`src/rtl/cve2_multdiv_ctrl_if.sv`:
```
// ---------------------------------------------------------------------------
// cve2_multdiv_ctrl_if
//
// Request/response bundle between the ID/writeback side and the multiply /
// divide controller. Signal names keep the controller's point of view
// (_i = into the controller, _o = out of the controller).
//
//   req_valid_i / req_ready_o : operation offer / accept handshake
//   req_op_i                  : operation (md_op_e encoding)
//   req_signed_mode_i         : operand signedness
//   req_op_a_i / req_op_b_i   : operands
//   rsp_valid_o / rsp_ready_i : writeback handshake
//   rsp_result_o              : result (0 on timeout)
//   rsp_cycles_o              : BUSY cycles consumed, including the last one
//   rsp_err_o                 : timeout flag
//
// Modports: slave = controller side, master = ID/writeback side.
// ---------------------------------------------------------------------------
interface cve2_multdiv_ctrl_if;
  logic        req_valid_i;
  logic        req_ready_o;
  logic [1:0]  req_op_i;
  logic [1:0]  req_signed_mode_i;
  logic [31:0] req_op_a_i;
  logic [31:0] req_op_b_i;

  logic        rsp_valid_o;
  logic        rsp_ready_i;
  logic [31:0] rsp_result_o;
  logic [5:0]  rsp_cycles_o;
  logic        rsp_err_o;

  modport slave (
    input  req_valid_i, req_op_i, req_signed_mode_i, req_op_a_i, req_op_b_i,
    input  rsp_ready_i,
    output req_ready_o,
    output rsp_valid_o, rsp_result_o, rsp_cycles_o, rsp_err_o
  );

  modport master (
    output req_valid_i, req_op_i, req_signed_mode_i, req_op_a_i, req_op_b_i,
    output rsp_ready_i,
    input  req_ready_o,
    input  rsp_valid_o, rsp_result_o, rsp_cycles_o, rsp_err_o
  );
endinterface

```
`src/rtl/cve2_multdiv_ctrl.sv`:
```
// ---------------------------------------------------------------------------
// cve2_multdiv_ctrl
//
// Sequences one multiply/divide operation at a time through an external
// multdiv unit: accepts a request in IDLE, latches its fields, drives the
// unit while BUSY, counts BUSY cycles, and presents the result (or a
// timeout error after MaxCycles BUSY cycles) in RESP until it is consumed.
//
// Ports:
//   clk_i, rst_ni        : clock, asynchronous active-low reset
//   bus (slave)          : request / response handshake bundle
//   mult_en_o, div_en_o  : dynamic enables, only in BUSY
//   mult_sel_o, div_sel_o: static selects from the latched operation
//   operator_o, signed_mode_o, op_a_o, op_b_o : latched operation fields
//   multdiv_ready_id_o   : result-consume strobe, only in BUSY
//   valid_i, result_i    : result from the multdiv unit
//   kill_i               : abort any in-flight operation
// ---------------------------------------------------------------------------
module cve2_multdiv_ctrl #(
  parameter int unsigned MaxCycles = 40  // timeout in BUSY cycles, 1..63
) (
  input  logic                      clk_i,
  input  logic                      rst_ni,
  cve2_multdiv_ctrl_if.slave        bus,
  output logic                      mult_en_o,
  output logic                      div_en_o,
  output logic                      mult_sel_o,
  output logic                      div_sel_o,
  output logic [1:0]                operator_o,
  output logic [1:0]                signed_mode_o,
  output logic [31:0]               op_a_o,
  output logic [31:0]               op_b_o,
  output logic                      multdiv_ready_id_o,
  input  logic                      valid_i,
  input  logic [31:0]               result_i,
  input  logic                      kill_i
);

  // Same encoding as cve2_pkg::md_op_e.
  typedef enum logic [1:0] {
    MD_OP_MULL = 2'b00,
    MD_OP_MULH = 2'b01,
    MD_OP_DIV  = 2'b10,
    MD_OP_REM  = 2'b11
  } md_op_e;

  typedef enum logic [1:0] {
    S_IDLE = 2'b00,
    S_BUSY = 2'b01,
    S_RESP = 2'b10
  } state_e;

  localparam logic [5:0] MaxCyclesW = 6'(MaxCycles);

  state_e      r_state;
  state_e      w_state_d;
  logic        w_accept;
  logic        w_done;
  logic        w_timeout;
  logic [5:0]  w_cnt_inc;

  md_op_e      r_op;
  logic [1:0]  r_signed_mode;
  logic [31:0] r_op_a;
  logic [31:0] r_op_b;
  logic        r_mult_sel;
  logic        r_div_sel;
  logic [5:0]  r_cnt;
  logic [31:0] r_rsp_result;
  logic [5:0]  r_rsp_cycles;
  logic        r_rsp_err;

  // Counter value including the current BUSY cycle, saturating at 63.
  assign w_cnt_inc = (r_cnt == 6'd63) ? r_cnt : r_cnt + 6'd1;

  // NOTE: sequential state is updated with non-blocking assignments so every
  // register samples the pre-edge values of the others.
  always_ff @(posedge clk_i or negedge rst_ni) begin
    if (!rst_ni) begin
      r_state <= S_IDLE;
    end else begin
      r_state <= w_state_d;
    end
  end

  // NOTE: every signal assigned here gets a default first, so no path through
  // the case can leave it unassigned and infer a latch.
  always_comb begin
    w_state_d = r_state;
    w_accept  = 1'b0;
    w_done    = 1'b0;
    w_timeout = 1'b0;
    if (kill_i) begin
      // Abort wins over accept, completion, timeout and consume.
      w_state_d = S_IDLE;
    end else begin
      unique case (r_state)
        S_IDLE: begin
          if (bus.req_valid_i) begin
            w_accept  = 1'b1;
            w_state_d = S_BUSY;
          end
        end
        S_BUSY: begin
          if (valid_i) begin
            w_done    = 1'b1;
            w_state_d = S_RESP;
          end else if (w_cnt_inc == MaxCyclesW) begin
            w_timeout = 1'b1;
            w_state_d = S_RESP;
          end
        end
        S_RESP: begin
          if (bus.rsp_ready_i) begin
            w_state_d = S_IDLE;
          end
        end
        default: w_state_d = S_IDLE;
      endcase
    end
  end

  // NOTE: the datapath registers are reset as well, because their values are
  // visible on outputs that must read as zero while rst_ni is low.
  always_ff @(posedge clk_i or negedge rst_ni) begin
    if (!rst_ni) begin
      r_op          <= MD_OP_MULL;
      r_signed_mode <= 2'b00;
      r_op_a        <= 32'd0;
      r_op_b        <= 32'd0;
      r_mult_sel    <= 1'b0;
      r_div_sel     <= 1'b0;
      r_cnt         <= 6'd0;
      r_rsp_result  <= 32'd0;
      r_rsp_cycles  <= 6'd0;
      r_rsp_err     <= 1'b0;
    end else begin
      if (w_accept) begin
        r_op          <= md_op_e'(bus.req_op_i);
        r_signed_mode <= bus.req_signed_mode_i;
        r_op_a        <= bus.req_op_a_i;
        r_op_b        <= bus.req_op_b_i;
        // Selects are registered alongside the op so they stay low out of
        // reset, where the cleared op field would otherwise decode as MULL.
        r_mult_sel    <= (md_op_e'(bus.req_op_i) == MD_OP_MULL) ||
                         (md_op_e'(bus.req_op_i) == MD_OP_MULH);
        r_div_sel     <= (md_op_e'(bus.req_op_i) == MD_OP_DIV) ||
                         (md_op_e'(bus.req_op_i) == MD_OP_REM);
        r_cnt         <= 6'd0;
      end else if (r_state == S_BUSY) begin
        r_cnt <= w_cnt_inc;
      end

      if (w_done) begin
        r_rsp_result <= result_i;
        r_rsp_cycles <= w_cnt_inc;
        r_rsp_err    <= 1'b0;
      end else if (w_timeout) begin
        r_rsp_result <= 32'd0;
        r_rsp_cycles <= MaxCyclesW;
        r_rsp_err    <= 1'b1;
      end
    end
  end

  assign bus.req_ready_o  = (r_state == S_IDLE);
  assign bus.rsp_valid_o  = (r_state == S_RESP);
  assign bus.rsp_result_o = r_rsp_result;
  assign bus.rsp_cycles_o = r_rsp_cycles;
  assign bus.rsp_err_o    = r_rsp_err;

  assign mult_sel_o         = r_mult_sel;
  assign div_sel_o          = r_div_sel;
  assign mult_en_o          = r_mult_sel && (r_state == S_BUSY);
  assign div_en_o           = r_div_sel  && (r_state == S_BUSY);
  assign multdiv_ready_id_o = (r_state == S_BUSY);

  assign operator_o    = r_op;
  assign signed_mode_o = r_signed_mode;
  assign op_a_o        = r_op_a;
  assign op_b_o        = r_op_b;

endmodule

```
`src/flat_wrapper.sv`:
```
// flat-port wrapper written by rule: the top's interface ports become plain ports
module cve2_multdiv_ctrl_flat 
#(
  parameter int unsigned MaxCycles = 40                                  
)
  (clk_i, rst_ni, mult_en_o, div_en_o, mult_sel_o, div_sel_o, operator_o, signed_mode_o, op_a_o, op_b_o, multdiv_ready_id_o, valid_i, result_i, kill_i, bus_req_valid_i, bus_req_op_i, bus_req_signed_mode_i, bus_req_op_a_i, bus_req_op_b_i, bus_rsp_ready_i, bus_req_ready_o, bus_rsp_valid_o, bus_rsp_result_o, bus_rsp_cycles_o, bus_rsp_err_o);
  cve2_multdiv_ctrl_if bus_i ();
  input  logic clk_i;
  input  logic rst_ni;
  output logic mult_en_o;
  output logic div_en_o;
  output logic mult_sel_o;
  output logic div_sel_o;
  output logic [1:0] operator_o;
  output logic [1:0] signed_mode_o;
  output logic [31:0] op_a_o;
  output logic [31:0] op_b_o;
  output logic multdiv_ready_id_o;
  input  logic valid_i;
  input  logic [31:0] result_i;
  input  logic kill_i;
  input wire logic [$bits(bus_i.req_valid_i)-1:0] bus_req_valid_i;
  input wire logic [$bits(bus_i.req_op_i)-1:0] bus_req_op_i;
  input wire logic [$bits(bus_i.req_signed_mode_i)-1:0] bus_req_signed_mode_i;
  input wire logic [$bits(bus_i.req_op_a_i)-1:0] bus_req_op_a_i;
  input wire logic [$bits(bus_i.req_op_b_i)-1:0] bus_req_op_b_i;
  input wire logic [$bits(bus_i.rsp_ready_i)-1:0] bus_rsp_ready_i;
  output wire logic [$bits(bus_i.req_ready_o)-1:0] bus_req_ready_o;
  output wire logic [$bits(bus_i.rsp_valid_o)-1:0] bus_rsp_valid_o;
  output wire logic [$bits(bus_i.rsp_result_o)-1:0] bus_rsp_result_o;
  output wire logic [$bits(bus_i.rsp_cycles_o)-1:0] bus_rsp_cycles_o;
  output wire logic [$bits(bus_i.rsp_err_o)-1:0] bus_rsp_err_o;
  assign bus_i.req_valid_i = bus_req_valid_i;
  assign bus_i.req_op_i = bus_req_op_i;
  assign bus_i.req_signed_mode_i = bus_req_signed_mode_i;
  assign bus_i.req_op_a_i = bus_req_op_a_i;
  assign bus_i.req_op_b_i = bus_req_op_b_i;
  assign bus_i.rsp_ready_i = bus_rsp_ready_i;
  assign bus_req_ready_o = bus_i.req_ready_o;
  assign bus_rsp_valid_o = bus_i.rsp_valid_o;
  assign bus_rsp_result_o = bus_i.rsp_result_o;
  assign bus_rsp_cycles_o = bus_i.rsp_cycles_o;
  assign bus_rsp_err_o = bus_i.rsp_err_o;
  cve2_multdiv_ctrl #(.MaxCycles(MaxCycles)) u_core (.clk_i(clk_i), .rst_ni(rst_ni), .bus(bus_i), .mult_en_o(mult_en_o), .div_en_o(div_en_o), .mult_sel_o(mult_sel_o), .div_sel_o(div_sel_o), .operator_o(operator_o), .signed_mode_o(signed_mode_o), .op_a_o(op_a_o), .op_b_o(op_b_o), .multdiv_ready_id_o(multdiv_ready_id_o), .valid_i(valid_i), .result_i(result_i), .kill_i(kill_i));
endmodule
```
`config.mk`:
```
export PLATFORM = sky130hd
export DESIGN_NAME = cve2_multdiv_ctrl_flat
export DESIGN_NICKNAME = d
export VERILOG_FILES = /design/src/rtl/cve2_multdiv_ctrl_if.sv /design/src/rtl/cve2_multdiv_ctrl.sv /design/src/flat_wrapper.sv
export SDC_FILE = /design/constraint.sdc
export NUM_CORES = 1
export LEC_CHECK = 0
export CORE_ASPECT_RATIO = 1.75
export CORE_MARGIN = 2
export CORE_UTILIZATION = 30
export DETAILED_ROUTE_END_ITERATION = 8
export PLACE_DENSITY_LB_ADDON = 0.25
export SYNTH_ARGS = -nofsm -noshare
export SYNTH_HDL_FRONTEND = slang
export SYNTH_SLANG_ARGS = --single-unit
```
`constraint.sdc`:
```
create_clock -name clk_i -period 2.78 [get_ports clk_i]
set_clock_uncertainty 0.05 [all_clocks]
set_input_delay 0.417 -clock clk_i [delete_from_list [all_inputs] [get_ports clk_i]]
set_output_delay 0.417 -clock clk_i [all_outputs]
set_load 0.05 [all_outputs]
```
==> impl_metrics.py <==
metrics = {
    "cells_and_area": {
        "multiInputGateArea_um2": 1900,
        "finalCoreUtilization": 0.493,
        "n_antenna_cell": 0,
        "final-seq-area_um2": 2930,
        "fillCellCount": 1542,
        "layout_commonest_cell": "nand2_1",
        "area_delta_synth_final_pct": 61.6,
        "postLayoutCellArea_um2": 8070,
        "drive_gt1_frac": 0.0655,
        "layout_common_cells": "nand2_1 (275), clkdlybuf4s50_1 (217), dfrtp_1 (117), nand3_1 (39), a21o_1 (37)",
        "nets": 889,
    },
    "clock_network": {
        "cts_buffer_depth": 2,
        "clock_latency_ns": 0.40,
        "post_cts_buffers": 0,
        "cts_hold_buf": 0,
        "clk_pin_slew_worst_paths_ns": 0.06,
        "cts.sinks": 117,
        "htree_levels": 4,
        "cts_buffers": 17,
        "cts-root-buf": "clkbuf_16",
        "cts_tree": "yes",
    },
    "sta": {
        "drv_slew": 0,
        "finalWorstPathRequiredPeriod_ns": 2.57,
        "period_share": 0.923,
        "hold_viol_final": 0,
        "tightest_slew_ns": 0.811,
        "max_freq_mhz": 390,
        "rsz0062_at_grt": "false",
        "finalSetupViolations": 0,
        "final.setup.worst_slack_ns": 0.214,
        "max_slew_margin": 0.459,
        "setup_tns_ns": 0,
    },
    "power": {
        "peakVddDrop_mv": 0.436,
        "cellPowerDensity_nw_per_um2": 834,
        "p_leak_uw": 0.00372,
    },
    "route": {
        "vias": 4621,
        "wl_per_cell_um": 14.3,
        "final_antenna_net_count": 0,
        "drc_errors": 0,
        "vias_per_cell": 4.54,
        "drt_iter0_markers": 143,
        "firstDrtPassIters": 4,
        "wl_mm": 14.6,
    },
    "global_route": {
        "grt_max_degree": 72,
        "track_usage": 0.166,
        "grt_overflow": 0,
        "antenna_found_initial": 0,
        "grt_pass1_vias": 4605,
        "grt_use_met2": 0.285,
        "grt.met1_usage": 0.191,
        "top_usage_layer": "met2",
        "grtUsageMet3": 0.0492,
        "grt_pass1_wl_mm": 23.2,
    },
    "placed_design": {
        "globalplace.congestion": 0.823,
        "place_area_um2": 7440,
        "pre_cts_ws_ns": 0.344,
        "port_buffers": 219,
        "dpl.hpwl_mm": 10.4,
    },
    "synth": {
        "syn_inst": 568,
        "yosysWarnings": 0,
        "synth_nets": 675,
        "yosysSeqAreaShare": 0.586,
        "syn_area_um2": 4990,
        "yosys_register_bits": 117,
        "avgSynthCellArea_um2": 8.79,
        "ys_types": 36,
    },
    "setup_path": {
        "critPathLaunchType": "flop",
        "worstPathArrival_ns": 2.10,
        "worst_path_largest_cell_delay_ns": 0.82,
        "worst-path-buf-inv": 3,
        "end_kind": "output port",
        "cp_slowest_cell": "clkdlybuf4s50_1",
        "path_cells": "nand2b_1 -> buf_4 -> inv_1 -> clkdlybuf4s50_1",
        "crit_family": "buffers and inverters",
        "cp_max_fo": 14,
        "critPathKind": "flop to output port",
        "crit_required_ns": 2.31,
        "ff2ff_path_depth": 6,
        "cp_num_cells": 4,
    },
    "floorplan": {
        "die_y_um": 175,
        "dieArea_um2": 17700,
        "boundaryPins": 220,
        "row_count": 62,
        "die_w_um": 102,
        "start_util": 0.305,
        "core-area_um2": 16400,
    },
    "job": {
        "timing.max_cap.violations": 0,
    },
    "status": {
        "status": "finished clean",
    },
    "min_path": {
        "hold_class": "input pin to async pin",
    },
}
==> routing by layer <==
layer,up-vias,part of all wire
li1,2253,-
met1,2186,0.40
met2,165,0.52
met3,17,0.066
met4,0,0.020
met5,-,0
==> per-stage QoR <==
step / hold slack, ns / instances / total power [uW]
2_1_floorplan: 0.0714 / 568 / 3560
3_3_place_gp: 0.408 / 987 / 4440
3_5_place_dp: 0.415 / 987 / 4470
4_1_cts: 0.0939 / 1018 / 6820
5_1_grt: 0.119 / 1018 / 7070
6_report: 0.0484 / 1018 / 6730
==> what timing repair did <==
item | CTS | global route
endpoints found under the hold margin | 0 | 0
resized for setup | 0 | 1
endpoints found under the setup margin | 0 | 1
==> report_power, final <==
part           total (uW)  leakage (uW)  internal [uW]  switching (uW)
Clock                2300      0.000302           1520             786
Combinational        2240       0.00206            771            1470
Sequential           2190       0.00136           1990             202
Total                6730       0.00372           4280            2450
==> logic make-up after synthesis <==
logic type	share of synthesized area
AND/OR/NAND/NOR	0.279
flip-flops	0.586
AO/OA/AOI/OAI	0.0895
buffers and inverters	0.0343
XOR/XNOR	0.00351
multiplexers	0.00426
adder cells (fa/ha/maj)	0.00251
==> Yosys cell counts, drive strengths merged <==
cell type    n  area (um2)
nand4        1        6.26
mux2i        1        10.0
a31oi        2        12.5
a32oi        1        16.3
and2         2        12.5
nor3         2        10.0
o21ai       10        50.1
mux2         1        11.3
o31ai        1        7.51
dfrtp      117        2930
nor2b        2        12.5
ha           1        12.5
xnor2        1        8.76
or4b         2        20.0
o32ai        1        8.76
a21oi        8        43.8
a21o        37         278
nor2         9        33.8
nor4         1        6.26
nand3b       3        22.5
xor2         1        8.76
or2          1        6.26
o2bb2ai      1        8.76
buf          7        47.5
o211ai       2        15.0
inv          4        15.0
nor4b        1        8.76
nand2      275        1030
nand3       40         205
nand2b       3        18.8
clkbuf      29         109
o22ai        1        6.26
==> worst reg2reg max path, cell delays in order (launching register included) <==
cell	delay (ns)
dfrtp_1	0.48
ha_1	0.27
or4b_2	0.65
a32oi_2	0.30
a21oi_2	0.09
buf_4	0.28
a21o_1	0.24
==> flip-flops by register name (all words and copies together), names as in the netlist <==
name                     flops
u_core.r_state               2
u_core.signed_mode_o         2
u_core.bus.rsp_err_o         1
u_core.bus.rsp_result_o     32
u_core.operator_o            2
u_core.div_sel_o             1
u_core.mult_sel_o            1
u_core.op_a_o               32
u_core.op_b_o               32
u_core.bus.rsp_cycles_o      6
u_core.r_cnt                 6
==> cell type report <==
class,instances,share of cell area
flip-flops and latches,117,0.363
inverters,4,0.00186
repair buffers,231,0.288
clock buffers,18,0.0545
multi-input cells,411,0.236
clock inverters,13,0.0225
well taps,224,0.0348
==> path summary, 6_finish.rpt <==
kind | from | end | slack [ns]
hold / removal | rst_ni | u_core.bus.rsp_result_o[11] | 0.05
setup reg to reg | u_core.r_cnt[0] | u_core.bus.rsp_result_o[13] | 0.33
min in group clk_i | u_core.op_a_o[20] | u_core.op_a_o[20] | 0.42
setup / recovery | u_core.r_state[1] | multdiv_ready_id_o | 0.21
max in group asynchronous | rst_ni | u_core.r_state[0] | 1.86
hold reg to reg | u_core.op_a_o[20] | u_core.op_a_o[20] | 0.42
No activity file was read; power rests on OpenSTA's default activity.
==> RTL edit: new RTL, same settings <==
Re-encode `state_e` (3 states) as one-hot, 3 bits wide.
--- a/src/rtl/cve2_multdiv_ctrl.sv
+++ b/src/rtl/cve2_multdiv_ctrl.sv
@@ -44,10 +44,10 @@
     MD_OP_REM  = 2'b11
   } md_op_e;
 
-  typedef enum logic [1:0] {
-    S_IDLE = 2'b00,
-    S_BUSY = 2'b01,
-    S_RESP = 2'b10
+  typedef enum logic [2:0] {
+    S_IDLE = 3'b001,
+    S_BUSY = 3'b010,
+    S_RESP = 3'b100
   } state_e;
 
   localparam logic [5:0] MaxCyclesW = 6'(MaxCycles);
Check against the original RTL: no difference found for any inputs over 10 cycles, from zero or initial values and one cycle with rst_ni low; not proved beyond that.
==> RTL edit against the original RTL <==
  * Final area shrank 2.9%
  * Largest power group unchanged
  * Highest routed layer unchanged
  * Total power grew 5.9%
  * Synthesized area shrank 4.7%
  * Combinational power grew 6%
  * Routed wire length shrank 4.0%
  * Worst hold slack lost 0.010 ns
  * Worst setup slack gained 0.046 ns
  * Sequential cell count grew 1
==> RTL edit: results (changes against the original RTL) <==
Post-synthesis register bit count: 118 (+0.85%)
Mux share of post-synthesis cell area: 0.631% (+0.20 points)
Synth cell count leaders: nand2_1, dfrtp_1, o21ai_0
CP Launch Point: u_core.r_state[2]$_DFFE_PN0P_
Syn nets: 640 (-5.2%)
# fillers: 1434 (-7.0%)
Pleak: 3.63 nW (-2.4%)
Worst-margin pin slew: 0.793 ns (-0.0182 ns)
Kind of cell adding the most delay to the critical path: simple AND/OR/NAND/NOR gates
Post-Place Cells: 915 (-7.3%)
Final clock-cell share: 8.69% (+1.0 points)
Post-DP HPWL: 10.2 mm (-2.0%)
XOR/XNOR share of the synthesized area: 0.368% (+0.017 points)
Worst IR Drop VDD: 0.000467 V (+7.1%)
Cells after synthesis: 533 (-6.2%)
Status: finished, final reports clean
Vias: 4386 (-5.1%)
Initial DRC Count: 125 (-13%)
Detailed Routing Iterations Pass 1: 5 (+1)
First-pass GRT wire length: 22.8 mm (-1.5%)
Post-Place Cell Area: 7150 sq um (-3.9%)
Seq/total area: 37.7% (+1.4 points)
R2R depth: 7 (+1)
P per Cell Area: 910 nW/um^2 (+9.1%)
Crit-path max FO: 12 (-2)
Tot GR Track Use: 16.9% (+0.34 points)
## RTL edit: cell types whose count changed in the layout (fill, tap and decap cells not counted), moves of 4 or more
| cell | change |
|---|---|
| a21oi_1 | -6 |
| nand2_1 | +9 |
| o21ai_1 | +13 |
| o22ai_1 | +4 |
| a21o_1 | -37 |
| o21ai_0 | +17 |
| nand3_1 | -31 |
## RTL edit: routing by layer
metal  track usage, %  up-vias  wire (um)
met1             18.6     2052       5250
li1                 -     2119          -
met2             30.0      192       7360
met5                0        -          0
met4             7.21        0        337
met3             4.98       23       1060
## RTL edit: kinds of logic (layout without fill, tap and decap cells)
| kind of cell | after synthesis | in the layout |
|---|---|---|
| AOI/OAI and AO/OA | 55 | 55 |
| xor gates and xnor gates | 2 | 2 |
| adders and majority gates | 1 | 1 |
| buffers and inverters | 35 | 263 |
| muxes | 3 | 3 |
| DFF | 118 | 118 |
| and+or+nand+nor | 319 | 319 |
## RTL edit: power by group
group | internal [mW] | leakage [nW] | total [mW] | switching [mW]
logic | 0.798 | 1.80 | 2.38 | 1.58
clock network | 1.73 | 0.330 | 2.52 | 0.785
registers | 2.04 | 1.50 | 2.23 | 0.188
## RTL edit: worst paths after layout
| path | end | slack, ns |
|---|---|---|
| setup / recovery | div_en_o | 0.26 |
| hold / removal | u_core.bus.rsp_result_o[8]$_DFFE_PN0P_ | 0.04 |
| setup reg to reg | u_core.bus.rsp_result_o[14]$_DFFE_PN0P_ | 0.33 |
| hold reg to reg | u_core.op_a_o[24]$_DFFE_PN0P_ | 0.42 |
| max in group asynchronous | u_core.op_a_o[8]$_DFFE_PN0P_ | 1.88 |
| min in group clk_i | u_core.op_a_o[24]$_DFFE_PN0P_ | 0.42 |
